<file path="config.mk">
export PLATFORM = sky130hd
export DESIGN_NAME = noc_leaf_injector
export DESIGN_NICKNAME = d
export VERILOG_FILES = /design/src/rtl/noc_leaf_injector.sv
export SDC_FILE = /design/constraint.sdc
export NUM_CORES = 1
export LEC_CHECK = 0
export ABC_AREA = 1
export CAP_MARGIN = 10
export CELL_PAD_IN_SITES_DETAIL_PLACEMENT = 0
export CELL_PAD_IN_SITES_GLOBAL_PLACEMENT = 2
export CORE_MARGIN = 10
export CORE_UTILIZATION = 36
export CTS_CLUSTER_SIZE = 40
export DETAILED_ROUTE_END_ITERATION = 8
export GPL_ROUTABILITY_DRIVEN = 0
export GPL_TIMING_DRIVEN = 1
export PLACE_DENSITY = 0.94
export SETUP_SLACK_MARGIN = 0.4
export SYNTH_ARGS = -nofsm -noshare
export SYNTH_HDL_FRONTEND = slang
export SYNTH_SLANG_ARGS = --single-unit
</file>
<file path="constraint.sdc">
create_clock -name clk -period 4.05 [get_ports clk]
set_clock_uncertainty 0.2 [all_clocks]
set_input_delay 0.405 -clock clk [delete_from_list [all_inputs] [get_ports clk]]
set_output_delay 0.405 -clock clk [all_outputs]
set_load 0.02 [all_outputs]
</file>
<file path="src/rtl/noc_leaf_injector.sv">
// Leaf injector: 2-entry in-order buffer feeding a credit-controlled NoC leaf port (stats via NOC_INJ_STATS_EN).
// Latency: 1 cycle from accept to tx when the buffer is empty and credit is available (fall-through head).
// Backpressure: in_ready drops when the buffer is full; a head without credit blocks every later entry.
module noc_leaf_injector #(
  parameter int N             = 4,
  parameter int VC_W          = 2,
  parameter int D_W           = 8,
  parameter int VC_FIFO_DEPTH = 4,
  localparam int A_W   = $clog2(N) + 1,
  localparam int VCI_W = (VC_W > 1) ? $clog2(VC_W) : 1,
  localparam int CR_W  = $clog2(VC_FIFO_DEPTH) + 1
) (
  input  logic                 clk,
  input  logic                 rst,
  input  logic                 in_valid,
  output logic                 in_ready,
  input  logic [A_W-1:0]       in_dest,
  input  logic [D_W-1:0]       in_data,
  input  logic [VCI_W-1:0]     in_vc,
  output logic [VC_W-1:0]      tx_vc_target,
  output logic [A_W+D_W-1:0]   tx_packet,
  input  logic [VC_W-1:0]      tx_vc_credit_gnt,
`ifdef NOC_INJ_STATS_EN
  output logic                 cred_err,
  output logic [31:0]          stat_sent,
  output logic [31:0]          stat_stall
`else
  output logic                 cred_err
`endif
);

  localparam logic [CR_W-1:0] CR_MAX = CR_W'(VC_FIFO_DEPTH - 1);

  typedef struct packed {
    logic [VCI_W-1:0] vc;
    logic [A_W-1:0]   dest;
    logic [D_W-1:0]   data;
  } entry_t;

  entry_t          mem [2];
  logic            wr_ptr, rd_ptr;
  logic [1:0]      count;
  logic [CR_W-1:0] credit [VC_W];

  entry_t          in_entry, head;
  logic            empty, full, push, send;
  logic [CR_W-1:0] head_cr;
  logic [VC_W-1:0] head_onehot, take;

  assign in_entry = {in_vc, in_dest, in_data};
  assign empty    = (count == 2'd0);
  assign full     = (count == 2'd2);
  assign in_ready = rst & ~full;
  assign push     = in_valid & in_ready;

  // When empty the incoming entry is the head, giving single-cycle fall-through.
  assign head = empty ? in_entry : mem[rd_ptr];

  // An illegal vc matches no counter, reads zero credit and therefore never sends.
  always_comb begin
    head_cr     = '0;
    head_onehot = '0;
    for (int v = 0; v < VC_W; v++) begin
      if (head.vc == VCI_W'(v)) begin
        head_cr        = credit[v];
        head_onehot[v] = 1'b1;
      end
    end
  end

  assign send = (~empty | push) & (head_cr != '0);
  assign take = send ? head_onehot : '0;

  always_ff @(posedge clk) begin
    if (push) mem[wr_ptr] <= in_entry;
  end

  // A bypassed entry is written and popped together, so pointers stay aligned.
  always_ff @(posedge clk or negedge rst) begin
    if (!rst) begin
      wr_ptr <= 1'b0;
      rd_ptr <= 1'b0;
      count  <= 2'd0;
    end else begin
      if (push) wr_ptr <= ~wr_ptr;
      if (send) rd_ptr <= ~rd_ptr;
      count <= count + {1'b0, push} - {1'b0, send};
    end
  end

  always_ff @(posedge clk or negedge rst) begin
    if (!rst) begin
      tx_vc_target <= '0;
      tx_packet    <= '0;
    end else begin
      tx_vc_target <= take;
      if (send) tx_packet <= {head.dest, head.data};
    end
  end

  always_ff @(posedge clk or negedge rst) begin
    if (!rst) begin
      for (int v = 0; v < VC_W; v++) credit[v] <= CR_MAX;
      cred_err <= 1'b0;
    end else begin
      for (int v = 0; v < VC_W; v++) begin
        if (tx_vc_credit_gnt[v] && !take[v]) begin
          if (credit[v] == CR_MAX) cred_err <= 1'b1;
          else                     credit[v] <= credit[v] + CR_W'(1);
        end else if (take[v] && !tx_vc_credit_gnt[v]) begin
          credit[v] <= credit[v] - CR_W'(1);
        end
      end
    end
  end

`ifdef NOC_INJ_STATS_EN
  always_ff @(posedge clk or negedge rst) begin
    if (!rst) begin
      stat_sent  <= '0;
      stat_stall <= '0;
    end else begin
      if (send)           stat_sent  <= stat_sent + 32'd1;
      if (!empty && !send) stat_stall <= stat_stall + 32'd1;
    end
  end
`endif

endmodule
</file>
==> flow_metrics.tcl, run 1 <==
set metrics [dict create \
    hold_viol 0 \
    grt_antenna_before_repair 0 \
    via_per_inst 4.71 \
    crit_top_cell "clkdlybuf4s50_1" \
    synth_area_um2 2120 \
    cap_violations 0 \
    num_vias 1489 \
    cts_resized 0 \
    fin_nets 264 \
    path_class "input port to output port" \
    slowest_stage "clkdlybuf4s50_1" \
    drt_iter0_drc 73 \
    fp.dieH_um 96.7 \
    synth_seq_cells 48 \
    syn_inst 209 \
    syn_avg_cell_area_um2 10.1 \
    cpLargestDelayFamily "buffers and inverters" \
    clk_path_buf_depth 2 \
    path_buf_inv 3 \
    crit_fanout 8 \
    seq_area_um2 1330 \
    cp_cell_sequence "clkdlybuf4s50_1, buf_4, a21boi_0, clkdlybuf4s50_1" \
    fin_crit_sh 0.683 \
    core.rowCount 27 \
    outcome "finished, final reports clean" \
    pin_count 32 \
    tightest_slew_ns 1.07 \
    grt_pass1_vias 1570 \
    synth_top_flop_cell "edfxtp_1" \
    max_stage_delay_ns 0.70 \
    initial_utilization 0.378 \
    dp_hpwl_um 2990 \
    yosysTopAreaCell "edfxtp_1" \
    portBuffers 31 \
    fillers 556 \
    final_util 0.469 \
    cts_tree "yes" \
    root_buffer "clkbuf_8" \
    drtAntennaViolNets 0 \
    setup_violations 0 \
    synth_cell_types 25 \
    async_reset_ff_frac 0.500 \
    synth_edf_count 24 \
    fin_crit_ns 2.76 \
    tns_ns 0 \
    rsz0062_at_grt "no" \
    die-area_um2 9350 \
    layout.cells.non_filler 316 \
    postCtsSetupRepairBufs 0 \
    grt_max_degree 24 \
    p_per_area_nw_per_um2 821 \
    multi_input_comb_area_um2 687 \
    diodes 0 \
    wl_um 4170 \
    crit_path_start_kind "input port" \
    htree_levels 2 \
    clk_pin_slew_ns 0.09 \
    grt_pass1_wl_um 7210 \
    routedWlPerCell_um 13.2 \
    synthTopCellsByArea "edfxtp_1, dfrtp_1, nand2_1" \
    cts_buffers 5 \
    hold_class "input port to asynchronous set/reset pin" \
    placedCellCount 308 \
    die_x_um 96.7 \
    leakagePower_nw 1.12 \
    synth.most_common_cell "nand2_1" \
    slew_violations 0 \
    relSlewSlack 0.282 \
    required_ns 3.44 \
    dr.pass1.iters 4 \
    cts_sinks 48 \
    core_area_um2 5610 \
    critical_path_arrival_ns 2.16 \
    seq_area_frac_synth 0.626 \
    fmax_ghz 0.362 \
    route.detailed.drc 0 \
    clock_latency_ns 0.29 \
    endpoint_kind "output port" \
    drive_gt1_frac 0.107 \
    cts_hold_buf 0 \
    ir_drop_mv 0.417 \
    synth_top_area_frac 0.340 \
    grt_usage 0.0923 \
    synth_nets 230 \
    yosys_warnings 0 \
    area_delta_synth_final_pct 24.2 \
    grt-ovfl-total 0 \
    synthTopCellsByCount "nand2_1, edfxtp_1, dfrtp_1" \
]
final timing paths:
kind | from | to | slack (ns) | depth (start not counted)
min in group clk | cred_err | cred_err | 0.29 | 2
worst min-delay path | rst | tx_packet[10] | 0.19 | 1
max in group asynchronous | rst | credit[0] | 2.86 | 2
worst min register to register | cred_err | cred_err | 0.29 | 2
worst max-delay path | rst | in_ready | 1.29 | 4
worst max register to register | rd_ptr | credit[2] | 1.40 | 15
layout by cell type, fill, tap and decap left out, types with 2 or more instances in the layout:
master,instances
o21ai_0,13
edfxtp_1,24
or2_1,2
nor2_1,5
clkdlybuf4s50_1,31
nand3_1,19
nand2_1,58
inv_2,3
ha_1,4
dfrtp_1,20
o21ai_1,12
nand3_2,3
xor2_1,6
inv_1,18
buf_4,2
clkbuf_8,6
dfstp_2,4
nand2_2,4
metrics by stage:
| stage | setup WS [ns] | total power, mW | cell area [µm²] | hold slack (ns) |
|---|---|---|---|---|
| after CTS | 1.23 | 2.19 | 2630 | 0.195 |
| after global placement | 1.11 | 1.80 | 2510 | 0.270 |
| after global routing | 1.10 | 2.37 | 2630 | 0.204 |
| after floorplan | 2.04 | 1.50 | 2120 | -0.0906 |
| final | 1.29 | 2.16 | 2630 | 0.188 |
| after detailed placement | 1.11 | 1.82 | 2510 | 0.275 |
worst reg2reg max path, cell delays in order, from the launching register on:
cell and delay [ns]:
dfrtp_1 0.67, inv_2 0.23, nand2_1 0.12, nand3_2 0.09
nand3_2 0.11, nand2_2 0.07, inv_2 0.05, nand2_2 0.06
nand2_1 0.13, xor2_1 0.15, inv_1 0.05, ha_1 0.19
o21ai_0 0.22, nand3_1 0.11, nand2_1 0.07, inv_1 0.03
cells by family after synthesis:
group	count (synthesis)	synth area share
flops	48	0.626
buf+inv	27	0.0490
compound gates	28	0.0691
simple gates	95	0.203
xor+xnor	7	0.0290
fa+ha+maj	4	0.0236
sequential cells by signal, indices dropped and copies added (netlist names):
register and count:
mem 24, credit 6, wr_ptr 1, tx_packet 11, tx_vc_target 2, rd_ptr 1, count 2, cred_err 1
metal layers:
metal / global-route usage / wire length (µm)
met2: 0.154 / 2000
met1: 0.102 / 1830
met4: 0.0417 / 78
met5: 0 / 0
met3: 0.0334 / 259
power by group:
part | leakage, nW | internal, mW | switching [mW] | total [mW]
combinational | 0.562 | 0.391 | 0.599 | 0.991
sequential | 0.496 | 0.696 | 0.111 | 0.807
clock | 0.0614 | 0.202 | 0.159 | 0.361
cell type report:
class                   instances  area share
flip-flops and latches         48       0.505
clock buffers                   6      0.0314
clock inverters                 2      0.0148
well taps                      72      0.0343
multi-input cells             134       0.261
repair buffers                 33       0.124
inverters                      21      0.0300
Power figures use the tool's default switching activity.
==> run 2, diff against run 1 <==
CORE_UTILIZATION = 34   (was 36)
PLACE_DENSITY = 0.9   (was 0.94)
clock period = 2.75 ns   (was 4.05 ns; I/O delays follow)
==> run 2 against run 1 <==
Net effect:
- worst hold slack better by 0.024 ns
- sequential power is 44% higher
- cell area is 3.9% higher
- wire length is 1.3% higher
- final cell count is 3.5% higher
- total power is 52% higher
- flip-flop and latch count stayed put
- core utilization is 1.3 points lower
- via count is 2.0% higher
- critical path type is now flop to flop
- sequential share of layout area is 1.8 points lower
- highest routed layer unchanged
- global-route usage is 0.50 points lower
- register-to-register slack worse by 0.87 ns
- largest power group unchanged
==> flow_metrics.tcl, run 2 (same netlist as run 1, synthesis figures left out) <==
set metrics [dict create \
    timing.rr.end "count[1]" \
    fillers 591 \
    fin_crit_ns 2.22 \
    setup_violations 0 \
    fin_crit_sh 0.807 \
    area_delta_synth_final_pct 29.0 \
    final_util 0.456 \
    fin_area_um2 2730 \
    num_vias 1519 \
    ir_drop_mv 0.497 \
    core_area_um2 5990 \
    drt_iter0_drc 112 \
    largest_register "mem" \
    tns_ns 0 \
    critical_path_arrival_ns 2.24 \
    cts_tree "yes" \
    diodes 0 \
    grt_pass1_vias 1480 \
    core.rowCount 28 \
    relSlewSlack 0.561 \
    die_x_um 98.9 \
    endpoint_kind "flop" \
    clock_latency_ns 0.30 \
    rsz0062_at_grt "no" \
    path_buf_inv 3 \
    slew_violations 0 \
    top_regs "mem: 24 flops, tx_packet: 11 flops, credit: 6 flops" \
    timing.rr.start "rd_ptr" \
    r2r.worst_path.cells 12 \
    final_common_cell "nand2_1" \
    initial_utilization 0.353 \
    largest_reg_flops 24 \
    leakagePower_nw 1.17 \
    htree_levels 2 \
    cpLargestDelayFamily "flip-flops" \
    hold_viol 0 \
    crit_fanout 4 \
    cp.depth 12 \
    required_ns 2.77 \
    path_class "flop to flop" \
    drtAntennaViolNets 0 \
    cts_hold_buf 0 \
    grt_max_degree 26 \
    routedWlPerCell_um 12.9 \
    grt_usage 0.0873 \
    fmax_ghz 0.451 \
    clk_path_buf_depth 2 \
    tightest_slew_ns 0.657 \
    slowest_stage "dfrtp_2" \
    fp.dieH_um 98.9 \
    dp_hpwl_um 3000 \
    grt_antenna_before_repair 0 \
    pin_count 32 \
    drive_gt1_frac 0.167 \
    route.detailed.drc 0 \
    die-area_um2 9780 \
    postPlaceCellArea_um2 2550 \
    max_stage_delay_ns 0.46 \
    cp_cell_sequence "buf_4, nand2_2, nand3_2, nand2_2, inv_2, nor2_2, nor2_2, ha_1, inv_1, ha_1, xnor2_1, xor2_1" \
    dr.pass1.iters 4 \
    portBuffers 31 \
    final_cell_mix "nand2_1, clkdlybuf4s50_1, edfxtp_1" \
    grt_pass1_wl_um 7020 \
    p_per_area_nw_per_um2 1200 \
    root_buffer "clkbuf_8" \
    outcome "finished, final reports clean" \
    fin_nets 272 \
    ff2ff_setup_slack_ns 0.53 \
    via_per_inst 4.65 \
    grt-ovfl-total 0 \
    hold_slack_ns 0.213 \
    clk_pin_slew_ns 0.09 \
    crit_path_start_kind "flop" \
    power_mw 3.29 \
    cts_buffers 5 \
    cap_violations 0 \
    cts_sinks 48 \
    hold_class "input port to asynchronous set/reset pin" \
    wl_um 4220 \
]
[run 2: cell types whose count changed in the layout (fill, tap and decap cells not counted), moves of 2 or more]
| cell | delta |
|---|---|
| nand2_2 | +2 |
| buf_4 | +7 |
| nand2_4 | +2 |
| nand2_1 | -4 |
[run 2: how the worst max path moves through the flow]
stage	startpoint	end
floorplan	count[0]	credit[2]
global placement	rst	in_ready
detailed placement	rst	in_ready
CTS	rd_ptr	credit[2]
global route	count[0]	credit[2]
finish	rd_ptr	count[1]
[run 2: worst reg2reg max path, stage by stage (launching register included)]
cell	delay [ns]
dfrtp_2	0.46
buf_4	0.15
nand2_2	0.07
nand3_2	0.08
nand2_2	0.10
inv_2	0.06
nor2_2	0.11
nor2_2	0.06
ha_1	0.27
inv_1	0.04
ha_1	0.18
xnor2_1	0.20
xor2_1	0.17
[run 2: final cells by class]
type                    instances  area, µm²  area share
inverters                      21       83.8      0.0307
clock buffers                   6       82.6      0.0302
multi-input cells             134        713       0.261
clock inverters                 2       38.8      0.0142
well taps                      75       93.8      0.0344
flip-flops and latches         48       1330       0.486
repair buffers                 41        392       0.143
[run 2: repair_timing]
item | in CTS | in global routing
endpoints found under the setup margin | 4 | 3
cloned | 0 | 0
buffers inserted | 0 | 3
pin swaps | 0 | 7
resized for setup | 5 | 12
[run 2: metal layers]
layer,part of all wire,wire (µm),track usage,vias to the layer above
met5,0,0,0,-
met4,0.019,79,0.0397,0
met3,0.048,201,0.0300,5
met2,0.46,1940,0.136,24
met1,0.47,2000,0.106,709
li1,-,-,-,781
[run 2: report_power, final]
part	switching, mW	leakage, nW	total, mW	internal (mW)
sequential	0.136	0.495	1.16	1.03
clock	0.236	0.0614	0.533	0.297
combinational	0.941	0.615	1.60	0.656
[run 2: per-stage QoR]
| step | setup slack (ns) | std cells |
|---|---|---|
| 2_1_floorplan | 0.736 | 209 |
| 3_3_place_gp | 0.260 | 316 |
| 3_5_place_dp | 0.218 | 316 |
| 4_1_cts | 0.420 | 324 |
| 5_1_grt | 0.386 | 327 |
| 6_report | 0.531 | 327 |
